File: src/rtl/shift_add_datapath_pkg.sv
// ============================================================================
// Module   : mult_pkg
// Purpose  : Shared types and constants for the shift-add multiplier family.
// Revision : 1.0 - initial release
// ============================================================================
`default_nettype none

package mult_pkg;

    localparam int MULT_N = 4;

    typedef logic [1:0] mult_state_t;

    localparam mult_state_t c_ST_IDLE  = 2'd0;
    localparam mult_state_t c_ST_ARMED = 2'd1;
    localparam mult_state_t c_ST_RUN   = 2'd2;

    // Step counter has to reach N itself, hence N+1 distinct values.
    function automatic int step_width(input int n);
        return $clog2(n + 1);
    endfunction

endpackage

`default_nettype wire

File: src/rtl/shift_add_datapath_if.sv
// ============================================================================
// Module   : shift_add_datapath_if
// Purpose  : Controller/datapath handshake bundle for the shift-add multiplier.
// Revision : 1.0 - initial release
// ============================================================================
`default_nettype none

interface shift_add_datapath_if #(
    parameter int N = 4
) ();

    logic           start;
    logic           en;
    logic           flag;
    logic [N-1:0]   a;
    logic [N-1:0]   b;
    logic [2*N-1:0] product;
    logic           done;
    logic           busy;
    logic           err;

    modport master (
        output start, en, flag, a, b,
        input  product, done, busy, err
    );

    modport slave (
        input  start, en, flag, a, b,
        output product, done, busy, err
    );

endinterface

`default_nettype wire

File: src/rtl/shift_add_datapath_step.sv
// ============================================================================
// Module   : mult_step
// Purpose  : One combinational add/shift step of an unsigned shift-add multiply.
// Revision : 1.0 - initial release
// ============================================================================
`default_nettype none

module mult_step #(
    parameter int N = 4
) (
    input  wire logic [2*N-1:0] i_acc,
    input  wire logic [2*N-1:0] i_mcand,
    input  wire logic [N-1:0]   i_mplr,
    output logic      [2*N-1:0] o_acc,
    output logic      [2*N-1:0] o_mcand,
    output logic      [N-1:0]   o_mplr
);

    always_comb begin
        o_acc   = i_mplr[0] ? (i_acc + i_mcand) : i_acc;
        o_mcand = i_mcand << 1;
        o_mplr  = i_mplr >> 1;
    end

endmodule

`default_nettype wire

File: src/rtl/shift_add_datapath.sv
// ============================================================================
// Module   : shift_add_datapath
// Purpose  : Shift-add multiplier responder: loads on start, steps on en,
//            publishes on en+flag and flags step-count protocol errors.
// Revision : 1.0 - initial release
// ============================================================================
`default_nettype none

module shift_add_datapath
    import mult_pkg::*;
#(
    parameter int N = MULT_N
) (
    input  wire logic           clk,
    input  wire logic           rst,
    shift_add_datapath_if.slave bus
);

    localparam int              c_SW    = step_width(N);
    localparam logic [c_SW-1:0] c_STEPS = c_SW'(N);

    mult_state_t     r_state, w_state_nxt;
    logic [2*N-1:0]  r_mcand, w_mcand_nxt;
    logic [N-1:0]    r_mplr, w_mplr_nxt;
    logic [2*N-1:0]  r_acc, w_acc_nxt;
    logic [c_SW-1:0] r_step, w_step_nxt;
    logic [2*N-1:0]  r_product, w_product_nxt;
    logic            r_done, w_done_nxt;
    logic            r_err, w_err_nxt;

    logic [2*N-1:0]  w_step_acc;
    logic [2*N-1:0]  w_step_mcand;
    logic [N-1:0]    w_step_mplr;

    mult_step #(.N(N)) u_step (
        .i_acc   (r_acc),
        .i_mcand (r_mcand),
        .i_mplr  (r_mplr),
        .o_acc   (w_step_acc),
        .o_mcand (w_step_mcand),
        .o_mplr  (w_step_mplr)
    );

    always_ff @(posedge clk or posedge rst) begin
        if (rst) begin
            r_state   <= c_ST_IDLE;
            r_mcand   <= '0;
            r_mplr    <= '0;
            r_acc     <= '0;
            r_step    <= '0;
            r_product <= '0;
            r_done    <= 1'b0;
            r_err     <= 1'b0;
        end else begin
            r_state   <= w_state_nxt;
            r_mcand   <= w_mcand_nxt;
            r_mplr    <= w_mplr_nxt;
            r_acc     <= w_acc_nxt;
            r_step    <= w_step_nxt;
            r_product <= w_product_nxt;
            r_done    <= w_done_nxt;
            r_err     <= w_err_nxt;
        end
    end

    always_comb begin
        w_state_nxt   = r_state;
        w_mcand_nxt   = r_mcand;
        w_mplr_nxt    = r_mplr;
        w_acc_nxt     = r_acc;
        w_step_nxt    = r_step;
        w_product_nxt = r_product;
        w_done_nxt    = 1'b0;
        w_err_nxt     = r_err;

        // A new start discards whatever run is in flight, including a terminal cycle.
        if (bus.start) begin
            w_state_nxt = c_ST_ARMED;
            w_mcand_nxt = {{N{1'b0}}, bus.a};
            w_mplr_nxt  = bus.b;
            w_acc_nxt   = '0;
            w_step_nxt  = '0;
            w_err_nxt   = 1'b0;
        end else begin
            case (r_state)
                c_ST_ARMED, c_ST_RUN: begin
                    if (bus.en && bus.flag) begin
                        w_product_nxt = r_acc;
                        w_done_nxt    = 1'b1;
                        w_state_nxt   = c_ST_IDLE;
                        if (r_step != c_STEPS) begin
                            w_err_nxt = 1'b1;
                        end
                    end else if (bus.en) begin
                        w_state_nxt = c_ST_RUN;
                        // Surplus steps freeze the datapath so the counter cannot wrap.
                        if (r_step == c_STEPS) begin
                            w_err_nxt = 1'b1;
                        end else begin
                            w_acc_nxt   = w_step_acc;
                            w_mcand_nxt = w_step_mcand;
                            w_mplr_nxt  = w_step_mplr;
                            w_step_nxt  = r_step + 1'b1;
                        end
                    end else if (r_state == c_ST_RUN) begin
                        w_state_nxt = c_ST_IDLE;
                        w_err_nxt   = 1'b1;
                    end
                end
                c_ST_IDLE: begin
                end
                default: begin
                    w_state_nxt = c_ST_IDLE;
                end
            endcase
        end
    end

    assign bus.product = r_product;
    assign bus.done    = r_done;
    assign bus.busy    = (r_state != c_ST_IDLE);
    assign bus.err     = r_err;

endmodule

`default_nettype wire

File: src/flat_wrapper.sv
// flat-port wrapper written by rule: the top's interface ports become plain ports
module shift_add_datapath_flat import mult_pkg::*;
#(
    parameter int N = MULT_N
)
  (clk, rst, bus_start, bus_en, bus_flag, bus_a, bus_b, bus_product, bus_done, bus_busy, bus_err);
  shift_add_datapath_if #(.N(N)) bus_i ();
  input  wire logic clk;
  input  wire logic rst;
  input wire logic [$bits(bus_i.start)-1:0] bus_start;
  input wire logic [$bits(bus_i.en)-1:0] bus_en;
  input wire logic [$bits(bus_i.flag)-1:0] bus_flag;
  input wire logic [$bits(bus_i.a)-1:0] bus_a;
  input wire logic [$bits(bus_i.b)-1:0] bus_b;
  output wire logic [$bits(bus_i.product)-1:0] bus_product;
  output wire logic [$bits(bus_i.done)-1:0] bus_done;
  output wire logic [$bits(bus_i.busy)-1:0] bus_busy;
  output wire logic [$bits(bus_i.err)-1:0] bus_err;
  assign bus_i.start = bus_start;
  assign bus_i.en = bus_en;
  assign bus_i.flag = bus_flag;
  assign bus_i.a = bus_a;
  assign bus_i.b = bus_b;
  assign bus_product = bus_i.product;
  assign bus_done = bus_i.done;
  assign bus_busy = bus_i.busy;
  assign bus_err = bus_i.err;
  shift_add_datapath #(.N(N)) u_core (.clk(clk), .rst(rst), .bus(bus_i));
endmodule
File: config.mk
export PLATFORM = sky130hd
export DESIGN_NAME = shift_add_datapath_flat
export DESIGN_NICKNAME = d
export VERILOG_FILES = /design/src/rtl/shift_add_datapath_pkg.sv /design/src/rtl/shift_add_datapath_if.sv /design/src/rtl/shift_add_datapath_step.sv /design/src/rtl/shift_add_datapath.sv /design/src/flat_wrapper.sv
export SDC_FILE = /design/constraint.sdc
export NUM_CORES = 1
export LEC_CHECK = 0
export CORE_MARGIN = 1
export CORE_UTILIZATION = 45
export CTS_BUF_LIST = sky130_fd_sc_hd__clkbuf_2
export DETAILED_ROUTE_END_ITERATION = 16
export GPL_ROUTABILITY_DRIVEN = 0
export PLACE_DENSITY = 0.73
export SETUP_SLACK_MARGIN = 0.02
export SLEW_MARGIN = 20
export SYNTH_ARGS = -nofsm -noshare
export SYNTH_HDL_FRONTEND = slang
export SYNTH_SLANG_ARGS = --single-unit
File: constraint.sdc
create_clock -name clk -period 2.13 [get_ports clk]
set_input_delay 0.426 -clock clk [delete_from_list [all_inputs] [get_ports clk]]
set_output_delay 0.426 -clock clk [all_outputs]
set_load 0.1 [all_outputs]
# Word level (Yosys, flattened, before mapping)
# Cells that the tools add are included.
# totals
in_bits,13
out_inout_bits,11
wordCells,70
reg_bits,35
# classes
mux,36
eq_ne,10
reduce_logical,13
bitwise_logic,1
addsub,2
# op_table
cell,count
$mux 8,11
$mux 4,5
$mux 3,5
$mux 1,10
$add 8x8->8,1
$mux 2,4
$reduce_and 4->1,2
$reduce_bool 2->1,4
$ne 2x2->1 const B,3
$ne 3x3->1 const B,2
$ne 5x3->1 const B,1
$reduce_and 5->1,1
$ne 4x2->1 const B,1
$pmux 2 s2,1
$reduce_bool 4->1,1
$add 3x1->3 const B,1
$eq 3x3->1 const B,1
$reduce_and 3->1,1
$eq 2x1->1 const B,1
$eq 2x2->1 const B,1
$logic_not 2->1,1
$reduce_and 2->1,1
$reduce_or 2->1,1
$logic_and 1x1->1,1
$not 1->1,1

# Depth between registers and ports, before layout
# logic_depth
depth_word,7
mapped_depth,8
mapped_depth_nobuf,7

# Cells and area by module
# A second synthesis with hierarchy kept.
# hier_totals
hier_cells,229
area_unflattened_um2,2170.8
# by_module_without_submodules
mod,area_per_inst_um2,instances,seq_area_each_um2,cells_each
shift_add_datapath,1644.1,1,875.8,161
mult_step,526.8,1,0.0,68

# Least setup slack after synthesis
# No wires, ideal clock.
# synth_path
kind,register -> register
startpoint,reg u_core.r_acc[4]
endpoint,reg u_core.r_acc[7]
setup_ps,125
slack_ps,235
path_stages_with_launch,7
path_buffers,0
t_arrival_ps,1770
required_ps,2005
synth_period_minus_slack_ps,1895
path_cell_list,dfrtp_1 -> ha_1 -> a21o_1 -> a31o_2 -> o21a_1 -> nor3_1 -> mux2_2
# synth_via
elab_chain_len,7
# synth_lines
item,line_no,text
from (decl),shift_add_datapath.sv:25,"logic [2*N-1:0] r_acc, w_acc_nxt;"
from (signal assigned),shift_add_datapath.sv:58,r_acc <= w_acc_nxt;
$add 8x8->8,shift_add_datapath_step.sv:20,o_acc = i_mplr[0] ? (i_acc + i_mcand) : i_acc;
$mux 8,shift_add_datapath_step.sv:20,
$mux 8,shift_add_datapath.sv:97,if (r_step == c_STEPS) begin
$mux 8,shift_add_datapath.sv:94,end else if (bus.en) begin
$mux 8,shift_add_datapath.sv:87,if (bus.en && bus.flag) begin
$mux 8,shift_add_datapath.sv:85,case (r_state)
$mux 8,shift_add_datapath.sv:77,if (bus.start) begin
# No other way between the ends. The select of a mux whose other input is x is not followed.
# A chain may end at the register's enable or synchronous reset.

# Worst setup path in the final report
# layout_path
startpoint,reg u_core.r_acc[6]
endpoint,reg u_core.r_acc[7]
# The elaborated chain is that of the path after synthesis.

==> qor.txt <==
Initial Utilization = 0.485
Hpwl dp = 2430 µm
Dpl cells = 266
Top cell type by total area after synthesis = dfrtp_1
Synth Warn # = 0
Post-synth net total = 221
Fin. Hold Viols = 0
Final Non-Filler Cells = 274
Overall power = 1.31 mW
Synth top area share = 0.479
Clk root buf = clkbuf_2
Insertion delay to the later sink of the worst-skew pair = 0.37 ns
IO buf count = 23
Sum Neg Setup Slack = 0 ns
Syn Inst Count = 195
Critical path, cell by cell = ha_1 -> a21o_1 -> a31o_2 -> o21a_1 -> nor3_1 -> mux2_2
Reg clk slew, reported paths = 0.16 ns
Cts bufs inserted = 5
Final Cycle Share = 0.928
Syn avg cell area = 9.38 µm²
Share of layout cells above drive strength 1 = 0.137
1st-pass router iterations = 4
Static leakage = 1.09 nW
Crit-path max FO = 6
DRT iter0 DRCs = 99
Setup repair after global routing missed its margin = no
Max-Cap Viols = 0
Horiz. Die Dim = 65.8 µm
Setup Crit Path Kind = flop to flop
Unique masters post-synth = 34
Max Slew Vio Count = 0
Final Setup Violations = 0
Run status = finished clean
Worst vdd ir = 0.277 mV
Vias per Instance = 5.05
Layout fillers = 344
Number of setup buffers added after CTS = 0
Total track usage = 0.190
Synth Register Bits = 35
Via count = 1,383
Slowest cell on crit path = dfrtp_1
Seq/Total Area, Yosys = 0.479
Die area = 4320 µm²
Post-CTS Hold Buffers = 0
Drt total wl = 3370 µm
Hold Crit Class = input pin to asynchronous set/reset pin
CTS Buffer Depth = 2
Minimum clock period = 1.98 ns
Die height = 65.8 µm
Antenna-violating nets left = 0
Ant. Diodes = 0
Largest net degree at the start of global routing = 36
Residual DRC = 0
Clock skew = 0.0136 ns
Final core occ = 0.578
CTS tree = done
First-pass GRT wire length = 6050 µm
Most frequent cells in the layout = 56 x nand2_1, 35 x dfrtp_1, 17 x buf_4
CTS HTree Levels = 2
Max transition margin = 0.708
Mapped Area = 1830 µm²
Clock sink total = 35
Cell family with most CP delay = compound AO/OA/AOI/OAI gates
Buffers & Inverters on Critical Path = 0
CP Capture Type = flop
Vias in the first global route = 1,367
Boundary pin count = 24
Required time of the critical path = 2.40 ns
Core Footprint = 3770 µm²
Worst-Margin Slew = 0.437 ns
Initial antenna violation count = 0
Fmax = 506 MHz
Largest cells by area after synthesis = dfrtp_1 48%, nand2_1 11%, ha_1 8.2%, a21oi_1 4.1%, mux2i_1 3.3%
Minimum hold slack = 0.425 ns
Core Rows = 22
Syn-to-layout area delta = 19.1%
Critical path arrival = 2.24 ns
Layout Nets = 251
Pwr Density = 600 nW/µm²
Commonest non-fill, non-tap cell in the layout = nand2_1
Post-DR wirelength/cell = 12.3 µm
Grt ovf = 0
Crit path launch type = flop
CP max stage delay = 0.44 ns
repair_timing:
action,CTS,global route
setup endpoints to repair,0,1
endpoints found under the hold margin,0,0
resized for setup,0,1
metrics by stage:
stage          setup slack [ns]  instance area (µm²)
2_1_floorplan             0.235                 1830
3_3_place_gp              0.170                 2130
3_5_place_dp              0.142                 2130
4_1_cts                   0.137                 2170
5_1_grt                  0.0607                 2180
6_report                  0.153                 2180
state kept, by name (all words and copies together) (netlist names):
signal / count
u_core.r_acc: 8
u_core.r_mcand: 8
u_core.bus.err: 1
u_core.r_mplr: 4
u_core.r_state: 2
u_core.bus.done: 1
u_core.r_step: 3
u_core.bus.product: 8
power breakdown:
part           leakage, nW  internal (mW)  switching [mW]
registers            0.468          0.698          0.0306
logic                0.589          0.105           0.186
clock network       0.0281         0.0789           0.207
total                 1.09          0.883           0.424
worst min-delay path: stages:
cell,delay [ns]
clkdlybuf4s50_1,0.40
inv_1,0.05
buf_4,0.38
Yosys cell counts:
library cell,count
a211oi_1,1
a21o_1,4
a21oi_1,15
a31o_2,1
a31oi_1,1
and2_0,1
and2_1,1
buf_2,2
clkbuf_1,5
clkinv_1,1
dfrtp_1,35
fa_1,1
ha_1,12
inv_1,7
mux2_2,1
mux2i_1,6
nand2_1,56
nand2_4,1
nand3_1,2
nand3b_1,2
nand3b_4,1
nand4_1,2
nand4b_1,2
nor2_1,10
nor2_8,1
nor2b_1,1
nor3_1,2
o21a_1,1
o21ai_0,10
o31ai_1,1
or2_2,1
or4b_1,1
xnor2_1,4
xor2_1,3
logic make-up (layout without fill, tap and decap cells):
logic type / after synthesis / count (layout) / share of synthesized area
compound gates: 34 / 34 / 0.105
xor+xnor: 7 / 7 / 0.0335
fa+ha+maj: 13 / 13 / 0.0930
buf+inv: 15 / 46 / 0.0321
flops: 35 / 35 / 0.479
mux: 7 / 7 / 0.0390
simple gates: 84 / 84 / 0.218
routing by layer:
metal  global-route usage  vias up  routed length, µm
met4                0.103        0                 76
li1                     -      708                  -
met1                0.239      635               1610
met5                    0        -                  0
met3               0.0382        6                142
met2                0.301       34               1550
path summary, 6_finish.rpt:
kind	start	endpoint	slack, ns	cells after the start
worst max-delay path	u_core.r_acc[6]	u_core.r_acc[7]	0.15	6
worst min-delay path	rst	u_core.bus.err	0.42	3
worst max register to register	u_core.r_acc[6]	u_core.r_acc[7]	0.15	6
worst min register to register	u_core.bus.product[3]	u_core.bus.product[3]	0.50	2
max in group asynchronous	rst	u_core.r_mcand[7]	1.38	3
min in group clk	u_core.bus.product[3]	u_core.bus.product[3]	0.50	2
layout make-up:
type                    instances  area [µm²]  area share
multi-input cells             145         907       0.416
inverters                       8        30.0      0.0138
well taps                      48        60.1      0.0276
clock buffers                   6        30.0      0.0138
repair buffers                 30         268       0.123
flip-flops and latches         35         876       0.402
clock inverters                 2        7.51     0.00345
Power figures use the tool's default switching activity.
